## config.mk

```make
export PLATFORM = sky130hd
export DESIGN_NAME = lcd_pattern_gen
export DESIGN_NICKNAME = d
export VERILOG_FILES = /design/src/rtl/lcd_pattern_gen.sv
export SDC_FILE = /design/constraint.sdc
export NUM_CORES = 1
export LEC_CHECK = 0
export BUFFER_PORTS_ARGS = -buffer_cell sky130_fd_sc_hd__buf_2
export CAP_MARGIN = 40
export CORE_MARGIN = 2
export CORE_UTILIZATION = 55
export CTS_CLUSTER_SIZE = 24
export DETAILED_ROUTE_END_ITERATION = 8
export PLACE_DENSITY = 0.8
export SLEW_MARGIN = 20
export SYNTH_ARGS = -nofsm -noshare
export SYNTH_HDL_FRONTEND = slang
export SYNTH_SLANG_ARGS = --single-unit
```

## constraint.sdc

```tcl
create_clock -name clock -period 3.2 [get_ports clock]
set_input_delay 0.16 -clock clock [delete_from_list [all_inputs] [get_ports clock]]
set_output_delay 0.16 -clock clock [all_outputs]
set_load 0.005 [all_outputs]
```

## src/rtl/lcd_pattern_gen.sv

```systemverilog
// lcd_pattern_gen
//   Raster timing generator and test-pattern source for the LCD panel path.
//   Free-running h/v counters drive hsync, vsync and data_en; an RGB pixel
//   stream with row/col tags is produced alongside. All outputs are
//   registered and leave one clock after the counters hold the position
//   they describe.
//
//   Line order is active, front porch, sync, back porch (same vertically).
//
// Ports
//   clock        pixel clock
//   reset        asynchronous active-high reset; release must be synchronous
//                to clock (driven by the upstream reset synchroniser)
//   en           run enable; low parks the counters at (0,0) and idles outputs
//   mode         0 colour bars, 1 checkerboard, 2 grey ramp, 3 solid colour
//                (latched at the start of each frame)
//   solid_rgb    {R,G,B} used by mode 3, sampled live
//   hsync/vsync  active-low syncs
//   data_en      high for active pixels
//   R, G, B      pixel colour, zero outside the active area
//   row, col     active line / pixel index, zero outside the active area
//   frame_start  one-cycle pulse together with pixel (0,0)
//   frame_cnt    completed frames, wraps 65535 -> 0
//
// Optional build macro
//   PATTERN_SCROLL_EN  when defined, the bar colour index is offset by
//                      frame_cnt[2:0] so the bars shift one entry per frame.

module lcd_pattern_gen #(
  parameter int H_ACTIVE   = 1024,
  parameter int H_FP       = 160,
  parameter int H_SYNC     = 20,
  parameter int H_BP       = 140,
  parameter int V_ACTIVE   = 600,
  parameter int V_FP       = 12,
  parameter int V_SYNC     = 3,
  parameter int V_BP       = 20,
  parameter int NUM_BARS   = 5,
  parameter int CHECK_LOG2 = 5,
  parameter int COLOR_W    = 8
) (
  input  logic                          clock,
  input  logic                          reset,
  input  logic                          en,
  input  logic [1:0]                    mode,
  input  logic [3*COLOR_W-1:0]          solid_rgb,
  output logic                          hsync,
  output logic                          vsync,
  output logic                          data_en,
  output logic [COLOR_W-1:0]            R,
  output logic [COLOR_W-1:0]            G,
  output logic [COLOR_W-1:0]            B,
  output logic [$clog2(V_ACTIVE)-1:0]   row,
  output logic [$clog2(H_ACTIVE)-1:0]   col,
  output logic                          frame_start,
  output logic [15:0]                   frame_cnt
);

  localparam int H_TOTAL = H_ACTIVE + H_FP + H_SYNC + H_BP;
  localparam int V_TOTAL = V_ACTIVE + V_FP + V_SYNC + V_BP;
  // One spare bit so every boundary (including the totals) is representable.
  localparam int HW      = $clog2(H_TOTAL + 1);
  localparam int VW      = $clog2(V_TOTAL + 1);
  localparam int ROW_W   = $clog2(V_ACTIVE);
  localparam int COL_W   = $clog2(H_ACTIVE);
  localparam int BAR_W   = H_ACTIVE / NUM_BARS;
  localparam int BI_W    = $clog2(NUM_BARS + 1);

  localparam logic [HW-1:0]   H_LAST     = HW'(H_TOTAL - 1);
  localparam logic [HW-1:0]   H_ACT_END  = HW'(H_ACTIVE);
  localparam logic [HW-1:0]   H_SYNC_BEG = HW'(H_ACTIVE + H_FP);
  localparam logic [HW-1:0]   H_SYNC_END = HW'(H_ACTIVE + H_FP + H_SYNC);
  localparam logic [VW-1:0]   V_LAST     = VW'(V_TOTAL - 1);
  localparam logic [VW-1:0]   V_ACT_END  = VW'(V_ACTIVE);
  localparam logic [VW-1:0]   V_SYNC_BEG = VW'(V_ACTIVE + V_FP);
  localparam logic [VW-1:0]   V_SYNC_END = VW'(V_ACTIVE + V_FP + V_SYNC);
  localparam logic [HW-1:0]   BAR_LAST   = HW'(BAR_W - 1);
  localparam logic [BI_W-1:0] BI_LAST    = BI_W'(NUM_BARS - 1);

  // Bar colour table as {r_on, g_on, b_on}.
  function automatic logic [2:0] bar_colour(input logic [2:0] idx);
    logic [2:0] rgb;
    case (idx)
      3'd0:    rgb = 3'b001; // blue
      3'd1:    rgb = 3'b101; // magenta
      3'd2:    rgb = 3'b110; // yellow
      3'd3:    rgb = 3'b100; // red
      3'd4:    rgb = 3'b111; // white
      3'd5:    rgb = 3'b010; // green
      3'd6:    rgb = 3'b011; // cyan
      default: rgb = 3'b000; // black
    endcase
    return rgb;
  endfunction

  // Counter state
  logic [HW-1:0]   h_cnt_q, h_cnt_d;
  logic [VW-1:0]   v_cnt_q, v_cnt_d;
  logic [HW-1:0]   bar_pix_q, bar_pix_d;
  logic [BI_W-1:0] bar_idx_q, bar_idx_d;
  logic [1:0]      mode_q, mode_d;
  logic [15:0]     frame_cnt_q, frame_cnt_d;

  // Output registers
  logic               hsync_q, hsync_d;
  logic               vsync_q, vsync_d;
  logic               data_en_q, data_en_d;
  logic [COLOR_W-1:0] r_q, r_d, g_q, g_d, b_q, b_d;
  logic [ROW_W-1:0]   row_q, row_d;
  logic [COL_W-1:0]   col_q, col_d;
  logic               frame_start_q, frame_start_d;

  // Decoded position
  logic       at_origin_s;
  logic       at_last_s;
  logic       active_s;
  logic [1:0] mode_eff_s;
  logic [2:0] bar_sel_s;
  logic [2:0] bar_on_s;
  logic       chk_black_s;

  assign at_origin_s = (h_cnt_q == {HW{1'b0}}) && (v_cnt_q == {VW{1'b0}});
  assign at_last_s   = (h_cnt_q == H_LAST) && (v_cnt_q == V_LAST);
  assign active_s    = en && (h_cnt_q < H_ACT_END) && (v_cnt_q < V_ACT_END);
  // A new mode applies from pixel (0,0) onward; mid-frame changes wait.
  assign mode_eff_s  = at_origin_s ? mode : mode_q;

`ifdef PATTERN_SCROLL_EN
  assign bar_sel_s = 3'(bar_idx_q) + frame_cnt_q[2:0];
`else
  assign bar_sel_s = 3'(bar_idx_q);
`endif

  assign bar_on_s    = bar_colour(bar_sel_s);
  assign chk_black_s = |(((32'(h_cnt_q) ^ 32'(v_cnt_q)) >> CHECK_LOG2) & 32'd1);

  // Raster counters, in-bar tracking, mode latch and frame counter next state
  always_comb begin
    h_cnt_d     = h_cnt_q;
    v_cnt_d     = v_cnt_q;
    bar_pix_d   = bar_pix_q;
    bar_idx_d   = bar_idx_q;
    mode_d      = mode_eff_s;
    frame_cnt_d = frame_cnt_q;
    if (!en) begin
      h_cnt_d   = {HW{1'b0}};
      v_cnt_d   = {VW{1'b0}};
      bar_pix_d = {HW{1'b0}};
      bar_idx_d = {BI_W{1'b0}};
    end else if (h_cnt_q == H_LAST) begin
      h_cnt_d   = {HW{1'b0}};
      bar_pix_d = {HW{1'b0}};
      bar_idx_d = {BI_W{1'b0}};
      if (v_cnt_q == V_LAST) begin
        v_cnt_d = {VW{1'b0}};
      end else begin
        v_cnt_d = v_cnt_q + {{(VW-1){1'b0}}, 1'b1};
      end
    end else begin
      h_cnt_d = h_cnt_q + {{(HW-1){1'b0}}, 1'b1};
      // The last bar never advances, so it absorbs the width remainder.
      if ((bar_pix_q == BAR_LAST) && (bar_idx_q != BI_LAST)) begin
        bar_pix_d = {HW{1'b0}};
        bar_idx_d = bar_idx_q + {{(BI_W-1){1'b0}}, 1'b1};
      end else begin
        bar_pix_d = bar_pix_q + {{(HW-1){1'b0}}, 1'b1};
      end
    end
    if (en && at_last_s) begin
      frame_cnt_d = frame_cnt_q + 16'd1;
    end else begin
      frame_cnt_d = frame_cnt_q;
    end
  end

  // Sync, enable, tag and pixel colour for the current counter position
  always_comb begin
    hsync_d       = ~(en && (h_cnt_q >= H_SYNC_BEG) && (h_cnt_q < H_SYNC_END));
    vsync_d       = ~(en && (v_cnt_q >= V_SYNC_BEG) && (v_cnt_q < V_SYNC_END));
    data_en_d     = active_s;
    frame_start_d = en && at_origin_s;
    r_d           = {COLOR_W{1'b0}};
    g_d           = {COLOR_W{1'b0}};
    b_d           = {COLOR_W{1'b0}};
    row_d         = {ROW_W{1'b0}};
    col_d         = {COL_W{1'b0}};
    if (active_s) begin
      row_d = ROW_W'(v_cnt_q);
      col_d = COL_W'(h_cnt_q);
      case (mode_eff_s)
        2'd0: begin
          r_d = {COLOR_W{bar_on_s[2]}};
          g_d = {COLOR_W{bar_on_s[1]}};
          b_d = {COLOR_W{bar_on_s[0]}};
        end
        2'd1: begin
          r_d = {COLOR_W{~chk_black_s}};
          g_d = {COLOR_W{~chk_black_s}};
          b_d = {COLOR_W{~chk_black_s}};
        end
        2'd2: begin
          r_d = COLOR_W'(h_cnt_q);
          g_d = COLOR_W'(h_cnt_q);
          b_d = COLOR_W'(h_cnt_q);
        end
        2'd3: begin
          r_d = solid_rgb[3*COLOR_W-1:2*COLOR_W];
          g_d = solid_rgb[2*COLOR_W-1:COLOR_W];
          b_d = solid_rgb[COLOR_W-1:0];
        end
        default: begin
          r_d = {COLOR_W{1'b0}};
          g_d = {COLOR_W{1'b0}};
          b_d = {COLOR_W{1'b0}};
        end
      endcase
    end else begin
      row_d = {ROW_W{1'b0}};
      col_d = {COL_W{1'b0}};
    end
  end

  // State and output registers
  always_ff @(posedge clock or posedge reset) begin
    if (reset) begin
      h_cnt_q       <= {HW{1'b0}};
      v_cnt_q       <= {VW{1'b0}};
      bar_pix_q     <= {HW{1'b0}};
      bar_idx_q     <= {BI_W{1'b0}};
      mode_q        <= 2'd0;
      frame_cnt_q   <= 16'd0;
      hsync_q       <= 1'b1;
      vsync_q       <= 1'b1;
      data_en_q     <= 1'b0;
      r_q           <= {COLOR_W{1'b0}};
      g_q           <= {COLOR_W{1'b0}};
      b_q           <= {COLOR_W{1'b0}};
      row_q         <= {ROW_W{1'b0}};
      col_q         <= {COL_W{1'b0}};
      frame_start_q <= 1'b0;
    end else begin
      h_cnt_q       <= h_cnt_d;
      v_cnt_q       <= v_cnt_d;
      bar_pix_q     <= bar_pix_d;
      bar_idx_q     <= bar_idx_d;
      mode_q        <= mode_d;
      frame_cnt_q   <= frame_cnt_d;
      hsync_q       <= hsync_d;
      vsync_q       <= vsync_d;
      data_en_q     <= data_en_d;
      r_q           <= r_d;
      g_q           <= g_d;
      b_q           <= b_d;
      row_q         <= row_d;
      col_q         <= col_d;
      frame_start_q <= frame_start_d;
    end
  end

  assign hsync       = hsync_q;
  assign vsync       = vsync_q;
  assign data_en     = data_en_q;
  assign R           = r_q;
  assign G           = g_q;
  assign B           = b_q;
  assign row         = row_q;
  assign col         = col_q;
  assign frame_start = frame_start_q;
  assign frame_cnt   = frame_cnt_q;

endmodule
```

Word level (Yosys, flattened, before mapping)
Cells that the tools add are included.

word-level totals
  register bits after elaboration = 101
  output and inout port bits = 64
  word-level logic and storage cells = 81

operators by class
  add/sub/neg operators = 5
  $lt $le $gt $ge = 6
  equal/unequal tests = 15
  muxes and demuxes = 21
  bitwise logic cells = 4
  reductions and logical operators = 15

operators with widths
  kind                                                 number
  case mux 8 bit (4 select lines)                      3
  two-way mux 11 bit                                   5
  two-way mux 10 bit                                   5
  two-way mux 8 bit                                    3
  adder 11 x 1 -> 11 bit (second input constant)       2
  less-than comparator 11 bit (second input constant)  2
  case mux 3 bit (7 select lines)                      1
  less-than comparator 10 bit (second input constant)  2
  adder 16 x 1 -> 16 bit (second input constant)       1
  == test 11 bit (second input constant)               1
  == test 11 x 8 -> 1 bit (second input constant)      1
  >= comparator 11 bit (second input constant)         1
  logical AND 1 bit                                    11
  zero test 11 bit                                     1
  adder 10 x 1 -> 10 bit (second input constant)       1
  == test 10 bit (second input constant)               1
  >= comparator 10 bit (second input constant)         1
  zero test 10 bit                                     1
  == test 3 bit (second input constant)                3
  two-way mux 3 bit                                    3
  == test 3 x 2 -> 1 bit (second input constant)       2
  XOR 6 bit                                            1
  == test 2 bit (second input constant)                2
  adder 3 x 1 -> 3 bit (second input constant)         1
  other kinds (9)                                      11

Longest topological paths before layout
Gate-level depths: netlist of the first run.

  depth after elaboration = 6
  mapped depth = 8

Worst setup path after synthesis of the first run
No wires, ideal clock.

  path kind = reg-to-reg
  from = reg v_cnt_q[0]
  to = reg b_q[0], in the netlist B[0]
  library setup time = 0.148 ns
  arrival time = 2.267 ns
  path slack = 0.785 ns
  cell stages (with the launch flop) = 8
  clock period less this slack = 2.415 ns
  path through = dfrtp_1 > inv_1 > ha_1 > or4b_4 > or3_4 > or4_4 > a21oi_4 > a311oi_1

between the ends
  word-level cells in the longest chain between the ends = 6
  elaborated cells between the ends (all ways) = 11
  classes of those cells = 1 x order compare; 3 x eq/ne; 3 x mux; 4 x reduce/logical

RTL lines
  element                                      line  source
  start, declared                              98    logic [VW-1:0] v_cnt_q, v_cnt_d;
  start signal, assigned                       227   v_cnt_q <= {VW{1'b0}};
  start signal, assigned                       243   v_cnt_q <= v_cnt_d;
  zero test 10 bit                             122   assign at_origin_s = (h_cnt_q == {HW{1'b0}}) && (v_cnt_q == {VW{1'b0}});
  logical AND 1 bit                            122
  two-way mux 2 bit                            126   assign mode_eff_s = at_origin_s ? mode : mode_q;
  == test 2 bit, or another cell as far along  190   case (mode_eff_s)
  case mux 8 bit (4 select lines)              190
  two-way mux 8 bit *                          187   if (active_s) begin
  net b_d[0]                                   108   logic [COLOR_W-1:0] r_q, r_d, g_q, g_d, b_q, b_d;
  end signal, assigned                         237   b_q <= {COLOR_W{1'b0}};
  end, declared                                108

Mark *: on every way through the listed nets, which the timed path passes. The rest lies on a longest branch.
A chain may end at the register's enable or synchronous reset.

Final worst setup path of the first run
  from = reg v_cnt_q[1]
  to = reg r_q[0], in the netlist R[0]

between the ends
  word-level cells in the longest chain between the ends = 6
  elaborated cells between the ends (all ways) = 11
  classes of those cells = 1 x order compare; 3 x eq/ne; 3 x mux; 4 x reduce/logical

RTL lines
  element                                      line  source
  zero test 10 bit                             122
  logical AND 1 bit                            122
  two-way mux 2 bit                            126
  == test 2 bit, or another cell as far along  190
  case mux 8 bit (4 select lines)              190
  two-way mux 8 bit *                          187
  net r_d[0]                                   108
  end signal, assigned                         235   r_q <= {COLOR_W{1'b0}};
  end signal, assigned                         251   r_q <= r_d;
  end, declared                                108

Marks and branches as above.

==> results of run 1 <==
power groups by stage:
stage          sequential [W]  combinational (W)  clock, W
2_1_floorplan         0.00139           0.000180         0
3_3_place_gp          0.00140           0.000298         0
3_5_place_dp          0.00140           0.000311         0
4_1_cts               0.00137           0.000312  0.000766
5_1_grt               0.00138           0.000348  0.000823
6_report              0.00137           0.000318  0.000757
synthesized netlist by cell type, types with 4 or more instances:
cell type / instances / area share
nor2b_1: 8 / 0.011
a311oi_1: 6 / 0.011
nor4_1: 4 / 0.0053
o21ai_0: 23 / 0.024
clkbuf_1: 14 / 0.011
nand2_1: 29 / 0.023
nand4_1: 7 / 0.0093
inv_1: 15 / 0.012
ha_1: 11 / 0.029
a211oi_1: 18 / 0.029
xnor2_1: 17 / 0.032
xor2_1: 18 / 0.033
nor3_1: 8 / 0.0085
or3_1: 4 / 0.0053
dfrtp_1: 99 / 0.53
and2_1: 18 / 0.024
a21oi_1: 7 / 0.0074
and3_1: 6 / 0.0080
o21ai_1: 22 / 0.023
o31ai_1: 5 / 0.0080
nand3_1: 21 / 0.022
nor2_1: 43 / 0.034
through the flow:
stage                       util  hold slack, ns
after floorplan                -          0.3290
after global placement    0.6400          0.3438
after detailed placement  0.6400          0.3504
after CTS                 0.6635         0.06467
after global routing      0.6668         0.07009
final                     0.6668         0.07857
per-layer routing:
layer	global-route usage	vias up	routed length (um)
met2	0.3584	170	5080
met3	0.04263	17	722
met5	0	-	0
met1	0.3200	1835	4720
met4	0.07909	0	172
li1	-	1777	-
cell type report:
type / instances / area share
flip-flops and latches: 101 / 0.4594
clock buffers: 11 / 0.02749
inverters: 15 / 0.01068
multi-input cells: 316 / 0.3699
well taps: 105 / 0.02386
repair buffers: 103 / 0.1027
clock inverters: 5 / 0.005908
logic make-up (layout without fill, tap and decap cells):
logic type / count (synthesis) / in the layout / synth area share
simple gates: 172 / 172 / 0.1973
flops: 101 / 101 / 0.5363
compound gates: 95 / 95 / 0.1337
xor+xnor: 35 / 35 / 0.06499
buf+inv: 35 / 134 / 0.03183
fa+ha+maj: 11 / 11 / 0.02918
mux: 3 / 3 / 0.006631
final timing paths:
| check | from | cells past startpoint | end | slack (ns) |
|---|---|---|---|---|
| setup / recovery | v_cnt_q[1] | 7 | R[0] | 0.56 |
| hold / removal | solid_rgb[18] | 3 | R[2] | 0.08 |
| setup reg to reg | v_cnt_q[1] | 7 | R[0] | 0.56 |
| hold reg to reg | bar_pix_q[0] | 1 | bar_pix_q[0] | 0.47 |
| max in group asynchronous | reset | 5 | B[5] | 2.19 |
| min in group asynchronous | reset | 3 | frame_cnt[13] | 0.21 |
worst reg2reg max path, cell delays in order, from the launching register on:
cell and delay, ns:
dfrtp_1 0.43, inv_1 0.13, ha_1 0.16, or4b_4 0.48
or3_4 0.40, or4_4 0.49, a21oi_4 0.30, a311oi_1 0.10
flip-flops by register name, indices dropped and copies added (netlist names):
name / cells
frame_cnt: 16
bar_pix_q: 11
h_cnt_q: 11
col: 10
row: 10
v_cnt_q: 10
B: 8
G: 8
R: 8
bar_idx_q: 3
mode_q: 2
data_en: 1
frame_start: 1
hsync: 1
vsync: 1
timing repair:
item,4_1_cts,5_1_grt
buffers inserted,0,0
hold buffers,1,0
endpoints found under the setup margin,0,0
hold endpoints to repair,59,0
==> results.json, run 1 <==
{
  "status": "finished, final reports clean",
  "crit_fanout": 8,
  "setup_tns_ns": 0,
  "crit_required_ns": 3.40,
  "io_pins": 93,
  "cp-end-kind": "flop",
  "cp_num_buf_inv": 1,
  "timing.final.crit_share": 0.8246,
  "synth_nets": 492,
  "cts_made_buffers": 9,
  "vias": 3799,
  "avgSynthCellArea_um2": 10.44,
  "die_area_um2": 9333,
  "cpMaxStageDelayCell": "or4_4",
  "fin_ws_ns": 0.5614,
  "syn-cell-area_um2": 4717,
  "synth_cell_types": 52,
  "vdd_drop_max_mv": 0.1830,
  "cts_buffer_depth": 2,
  "final_cell_mix": "dfrtp_1, buf_2, nor2_1",
  "start_util": 0.5712,
  "p_int_w": 0.001789,
  "dp.final_hpwl_um": 7661,
  "totalWireLength_um": 10700,
  "drt-initial-drc-count": 303,
  "synthToLayoutAreaGrowth_pct": 16.74,
  "sw_frac_of_total": 0.2688,
  "maxSlewHeadroom": 0.5075,
  "setup_violations": 0,
  "path_clk_slew_ns": 0.09,
  "cts_tree": "done",
  "wl_per_cell_um": 16.30,
  "ctsRootBufferMaster": "clkbuf_8",
  "worst_slew_pin_slew_ns": 0.7326,
  "via_per_inst": 5.791,
  "grt_max_degree": 64,
  "drt_first_pass_iters": 5,
  "pre_cts_ws_ns": 0.6034,
  "start_kind": "flop",
  "grt_usage": 0.2275,
  "cp.arrival_ns": 2.84,
  "power_frac_comb": 0.130,
  "drtAntennaViolNets": 0,
  "drc_errors": 0,
  "post_cts_resized": 0,
  "finalCriticalPeriod_ns": 2.639,
  "powerDensity_nw_per_um2": 444.3,
  "synth_ff_type": "dfrtp_1",
  "layout.nets": 586,
  "path_class": "flop to flop",
  "skew_ns": 0.01158,
  "crit_path_max_incr_delay_ns": 0.49,
  "clock.fmax_mhz": 379.0,
  "hp-class": "input port to flop",
  "die_w_um": 96.61,
  "seqPwrFrac": 0.561,
  "finalHoldViolCount": 0,
  "regArea_um2": 2530,
  "post-layout-total-power_w": 0.002447,
  "pwr-share-clk": 0.310,
  "switchingPower_w": 0.0006577,
  "path_cells": "inv_1 > ha_1 > or4b_4 > or3_4 > or4_4 > a21oi_4 > a311oi_1",
  "synth_edf_count": 0,
  "place_area_um2": 5285,
  "ys_ff_latch": 101,
  "fillers": 652,
  "portBuffers": 92,
  "grt_pass1_vias": 3565,
  "layout-drive-gt1-share": 0.2505,
  "synth-seq-area-share": 0.5363,
  "dp_cells": 638,
  "p_leak_nw": 2.680,
  "finalInstanceArea_um2": 5507,
  "mostFrequentLayoutCell": "dfrtp_1",
  "grt_pass1_wl_um": 17570,
  "n_antenna_cell": 0,
  "netlist_instances": 452,
  "synth-async-reset-ratio": 1.000,
  "rsz0062_at_grt": "false",
  "critPathTopFamily": "simple AND/OR/NAND/NOR gates",
  "rows": 33,
  "slew_violations": 0,
  "insertion_delay_ns": 0.36,
  "antenna_found_initial": 0,
  "yosys_warnings": 0,
  "gr-total-overflow": 0,
  "die_h_um": 96.61,
  "globalplace.congestion": 0.9164,
  "stdcell_count": 656,
  "htree_levels": 3,
  "drv_cap": 0,
  "clock_sinks": 101,
  "coreArea_um2": 8258,
  "multi_input_comb_area_um2": 2037
}
Note: power is estimated with default switching activity, not from simulation.
==> inputs of run 2 (changes only) <==
--- a/config.mk
+++ b/config.mk
@@ -8,10 +8,10 @@
 export BUFFER_PORTS_ARGS = -buffer_cell sky130_fd_sc_hd__buf_2
 export CAP_MARGIN = 40
 export CORE_MARGIN = 2
-export CORE_UTILIZATION = 55
+export CORE_UTILIZATION = 50
 export CTS_CLUSTER_SIZE = 24
 export DETAILED_ROUTE_END_ITERATION = 8
-export PLACE_DENSITY = 0.8
+export PLACE_DENSITY = 0.76
 export SLEW_MARGIN = 20
 export SYNTH_ARGS = -nofsm -noshare
 export SYNTH_HDL_FRONTEND = slang
==> constraint.sdc (replaced) <==
create_clock -name clock -period 2.42 [get_ports clock]
set_input_delay 0.121 -clock clock [delete_from_list [all_inputs] [get_ports clock]]
set_output_delay 0.121 -clock clock [all_outputs]
set_load 0.005 [all_outputs]
==> results.json, run 2 (synthesized netlist as in run 1, its figures left out) <==
{
  "status": "complete, but fails checks",
  "violations": "negative setup slack",
  "portBuffers": 92,
  "setup_tns_ns": -0.06342,
  "htree_levels": 3,
  "path_clk_slew_ns": 0.10,
  "crit_required_ns": 2.66,
  "cp-end-kind": "flop",
  "final_cell_mix": "dfrtp_1, buf_2, nor2_1",
  "powerDensity_nw_per_um2": 578.0,
  "path_class": "flop to flop",
  "largest_reg_flops": 16,
  "p_leak_nw": 2.841,
  "antenna_found_initial": 0,
  "finalHoldViolCount": 0,
  "setup_violations": 6,
  "timing.final.crit_share": 1.009,
  "worst_slew_pin_slew_ns": 0.6568,
  "totalWireLength_um": 10770,
  "n_antenna_cell": 0,
  "maxSlewHeadroom": 0.5573,
  "dp.final_hpwl_um": 7787,
  "layout-drive-gt1-share": 0.2931,
  "globalplace.congestion": 0.8932,
  "drtAntennaViolNets": 0,
  "cp.arrival_ns": 2.68,
  "regArea_um2": 2530,
  "synthToLayoutAreaGrowth_pct": 23.08,
  "grt_max_degree": 37,
  "die_w_um": 101.1,
  "dp_cells": 667,
  "die_area_um2": 10230,
  "mostFrequentLayoutCell": "dfrtp_1",
  "layout.nets": 615,
  "grt_pass1_wl_um": 17470,
  "fin_hold_ws_ns": 0.01748,
  "vdd_drop_max_mv": 0.2583,
  "start_kind": "flop",
  "ctsRootBufferMaster": "clkbuf_8",
  "clock.fmax_mhz": 409.4,
  "drc_errors": 0,
  "hp-class": "input port to flop",
  "post-layout-total-power_w": 0.003356,
  "cts_made_buffers": 9,
  "wl_per_cell_um": 15.59,
  "insertion_delay_ns": 0.37,
  "rsz0062_at_grt": "true",
  "drt-initial-drc-count": 121,
  "grt_usage": 0.2181,
  "gr-total-overflow": 0,
  "crit_fanout": 8,
  "start_util": 0.5129,
  "cts_tree": "done",
  "io_pins": 93,
  "coreArea_um2": 9196,
  "slew_violations": 0,
  "via_per_inst": 5.560,
  "fillers": 743,
  "fin_ws_ns": -0.02272,
  "skew_ns": 0.01141,
  "multi_input_comb_area_um2": 2057,
  "drv_cap": 0,
  "vias": 3842,
  "cts_buffer_depth": 2,
  "rows": 35,
  "die_h_um": 101.1,
  "finalCriticalPeriod_ns": 2.443,
  "grt_pass1_vias": 3672,
  "stdcell_count": 691,
  "drt_first_pass_iters": 4,
  "clock_sinks": 101
}
[run 2: changes by cell type in the layout (fill, tap and decap cells not counted), moves of 2 or more]
cell,delta
buf_4,+22
a211oi_1,-4
a211oi_2,+4
buf_12,+3
dlygate4sd3_1,+3
o21ai_0,-3
o21ai_1,+3
buf_6,+2
clkbuf_8,-2
clkinv_2,-2
clkinvlp_4,+2
inv_1,-2
inv_2,+2
[run 2: repair_timing]
action                     CTS  global route
gates resized for setup      1            10
hold buffers                 4             0
setup endpoints to repair   24            24
pin swaps                    2             6
hold endpoints to repair    36             0
setup buffers                1             2
[run 2: stage by stage]
step | setup WS, ns | area (um2) | utilization
after global routing | -0.1018 | 5806 | 0.6313
after global placement | 0.01977 | 5492 | 0.5971
after detailed placement | -0.03540 | 5492 | 0.5971
after floorplan | 0.005065 | 4721 | -
final | -0.02272 | 5806 | 0.6313
after CTS | -0.02060 | 5747 | 0.6249
[run 2: path summary, 6_finish.rpt]
kind	from	to	slack, ns	cells after the start
worst max-delay path	v_cnt_q[1]	B[6]	-0.02	7
worst min-delay path	solid_rgb[15]	G[7]	0.02	3
worst max register to register	v_cnt_q[1]	B[6]	-0.02	7
worst min register to register	frame_cnt[15]	frame_cnt[15]	0.47	1
max in group asynchronous	reset	bar_pix_q[7]	1.61	5
min in group asynchronous	reset	col[5]	0.18	3
[run 2: cell type report]
cell class,count,share of cell area
Sequential cell,101,0.4358
Tap cell,111,0.02392
Clock buffer,9,0.02134
Clock inverter,7,0.01379
Inverter,15,0.01034
Multi-Input combinational cell,316,0.3543
Timing Repair Buffer,132,0.1405
[run 2: report_power, final]
group | internal (W) | total, W | leakage, nW | switching, W
logic | 0.000183 | 0.000442 | 1.38 | 0.000260
clock network | 0.000493 | 0.00110 | 0.102 | 0.000612
registers | 0.00177 | 0.00181 | 1.36 | 0.0000399
total | 0.00244 | 0.00336 | 2.84 | 0.000911
[run 2: worst max-delay path, cell delays in order, from the launching register on]
cell,delay (ns)
dfrtp_1,0.41
inv_2,0.06
ha_1,0.12
or4b_4,0.46
or3_4,0.38
or4_4,0.48
a21oi_4,0.30
a211oi_1,0.10
[run 2: per-layer routing]
metal / up-vias / part of all wire / GRT usage
met5: - / 0 / 0
met4: 0 / 0.0095 / 0.06549
met3: 11 / 0.050 / 0.04900
met2: 123 / 0.50 / 0.3602
met1: 1874 / 0.44 / 0.2902
li1: 1834 / - / -
==> inputs of run 3 (changes only) <==
--- a/config.mk
+++ b/config.mk
@@ -7,11 +7,12 @@
 export LEC_CHECK = 0
 export BUFFER_PORTS_ARGS = -buffer_cell sky130_fd_sc_hd__buf_2
 export CAP_MARGIN = 40
-export CORE_MARGIN = 2
 export CORE_UTILIZATION = 50
 export CTS_CLUSTER_SIZE = 24
 export DETAILED_ROUTE_END_ITERATION = 8
+export GPL_TIMING_DRIVEN = 0
 export PLACE_DENSITY = 0.76
+export REMOVE_ABC_BUFFERS = 1
 export SLEW_MARGIN = 20
 export SYNTH_ARGS = -nofsm -noshare
 export SYNTH_HDL_FRONTEND = slang
==> results.json, run 3 (synthesized netlist as in run 1, its figures left out) <==
{
  "p_leak_nw": 2.808,
  "fin_ws_ns": -0.08323,
  "power_frac_comb": 0.160,
  "via_per_inst": 5.636,
  "crit_required_ns": 2.64,
  "cp.arrival_ns": 2.73,
  "setup.worst_path.start": "v_cnt_q[0]",
  "hp-class": "input port to flop",
  "wl_met2_um": 5436,
  "drtAntennaViolNets": 0,
  "worstSetupPathDepth": 8,
  "violations": "negative setup slack",
  "powerDensity_nw_per_um2": 574.2,
  "place_area_um2": 5313,
  "fillers": 712,
  "path_cells": "inv_2 > ha_4 > or4b_4 > or3_4 > or4_4 > a21oi_4 > buf_12 > a211oi_2",
  "cts_made_buffers": 9,
  "die_h_um": 99.13,
  "globalplace.congestion": 0.8516,
  "sw_frac_of_total": 0.2809,
  "htree_levels": 3,
  "wl_per_cell_um": 16.25,
  "grt_pass1_vias": 3606,
  "insertion_delay_ns": 0.37,
  "layout.nets": 599,
  "n_antenna_cell": 0,
  "regArea_um2": 2535,
  "cp_num_buf_inv": 2,
  "p_int_w": 0.002442,
  "drc_errors": 0,
  "path_clk_slew_ns": 0.11,
  "timing.final.crit_share": 1.034,
  "reg2reg_depth": 8,
  "rsz0062_at_grt": "true",
  "crit_path_max_incr_delay_ns": 0.49,
  "largest_reg_flops": 16,
  "worst_slew_pin_slew_ns": 0.5448,
  "die_w_um": 99.13,
  "cpMaxStageDelayCell": "or4_4",
  "slew_violations": 0,
  "setup_violations": 24,
  "finalInstanceArea_um2": 5914,
  "io_pins": 93,
  "totalWireLength_um": 10970,
  "grt_pass1_wl_um": 17190,
  "clock.fmax_mhz": 399.5,
  "rows": 35,
  "path_class": "flop to flop",
  "vdd_drop_max_mv": 0.2951,
  "gr-total-overflow": 0,
  "grt_max_degree": 75,
  "portBuffers": 92,
  "highest_layer": "met4",
  "r2r-end": "B[3]",
  "finalCriticalPeriod_ns": 2.503,
  "drv_cap": 0,
  "mostFrequentLayoutCell": "dfrtp_1",
  "critPathTopFamily": "simple AND/OR/NAND/NOR gates",
  "antenna_found_initial": 0,
  "layout-drive-gt1-share": 0.3333,
  "pre_cts_ws_ns": -0.5100,
  "cp-end-kind": "flop",
  "coreArea_um2": 9196,
  "die_area_um2": 9827,
  "seqPwrFrac": 0.533,
  "cts_tree": "done",
  "dp.final_hpwl_um": 7062,
  "drt-met1-wl_um": 4622,
  "switchingPower_w": 0.0009541,
  "pwr-share-clk": 0.307,
  "fin_util": 0.6431,
  "crit_path_end": "B[3]",
  "cts_buffer_depth": 2,
  "rr_startpoint": "v_cnt_q[0]",
  "skew_ns": 0.01340,
  "grt_usage": 0.2255,
  "drt-initial-drc-count": 184,
  "status": "complete, but fails checks",
  "met3_length_um": 556,
  "drt_first_pass_iters": 4,
  "final_cell_mix": "dfrtp_1, buf_2, nor2_1",
  "finalHoldViolCount": 0,
  "crit_fanout": 8,
  "synthToLayoutAreaGrowth_pct": 25.38,
  "clock_sinks": 101,
  "vias": 3804,
  "ctsRootBufferMaster": "clkbuf_8",
  "start_kind": "flop",
  "multi_input_comb_area_um2": 2261,
  "rrSetupSlack_ns": -0.08,
  "start_util": 0.5129,
  "maxSlewHeadroom": 0.6338
}
-- run 3: changes by cell type in the layout (fill, tap and decap cells not counted), moves of 4 or more --
cell,before,now
a211oi_2,4,15
dfrtp_2,0,4
buf_4,31,11
a311oi_2,0,4
a211oi_1,14,2
a311oi_1,6,2
dfrtp_1,99,95
-- run 3: cell type report --
type	instances	share of cell area
Timing Repair Buffer	115	0.1227
Clock inverter	5	0.006981
Multi-Input combinational cell	317	0.3823
Sequential cell	101	0.4286
Tap cell	111	0.02348
Inverter	15	0.01037
Clock buffer	11	0.02560
-- run 3: metal layers --
metal | global-route usage | vias up
li1 | - | 1799
met5 | 0 | -
met4 | 0.1041 | 0
met3 | 0.03584 | 29
met1 | 0.2885 | 1838
met2 | 0.3798 | 138
-- run 3: worst min-delay path, stage by stage --
cell and delay (ns):
buf_2 0.10, o21ai_0 0.06, a311oi_1 0.09
-- run 3: repair_timing --
action | 4_1_cts | 5_1_grt
setup endpoints to repair | 41 | 35
hold buffers | 1 | 0
setup buffers | 11 | 7
cloned | 1 | 0
pin swaps | 17 | 15
gates resized for setup | 21 | 29
endpoints found under the hold margin | 27 | 0
-- run 3: worst min path at each step --
| stage | startpoint | end | slack [ns] | cells past startpoint |
|---|---|---|---|---|
| CTS | solid_rgb[11] | G[3] | 0.01 | 3 |
| floorplan | solid_rgb[2] | B[2] | 0.29 | 2 |
| detailed placement | reset | data_en | 0.11 | 2 |
| finish | solid_rgb[9] | G[1] | 0.02 | 3 |
| global route | solid_rgb[9] | G[1] | 0.02 | 3 |
| global placement | solid_rgb[18] | R[2] | 0.40 | 3 |
-- run 3: metrics by stage --
stage,hold slack (ns),total power (W),std cells,TNS (ns)
6_report,0.01974,0.003396,675,-1.331
5_1_grt,0.01718,0.003514,675,-2.704
3_5_place_dp,0.1057,0.002251,640,-10.71
3_3_place_gp,0.4030,0.002222,635,-146.88
4_1_cts,0.01036,0.003338,669,-3.557
2_1_floorplan,0.2900,0.002071,432,-35.27
-- run 3: power groups by stage --
stage / sequential, W / clock, W / combinational, W
final: 0.00181 / 0.00104 / 0.000544
after global routing: 0.00182 / 0.00110 / 0.000593
after CTS: 0.00181 / 0.00105 / 0.000477
after detailed placement: 0.00184 / 0 / 0.000407
after global placement: 0.00184 / 0 / 0.000380
after floorplan: 0.00185 / 0 / 0.000221
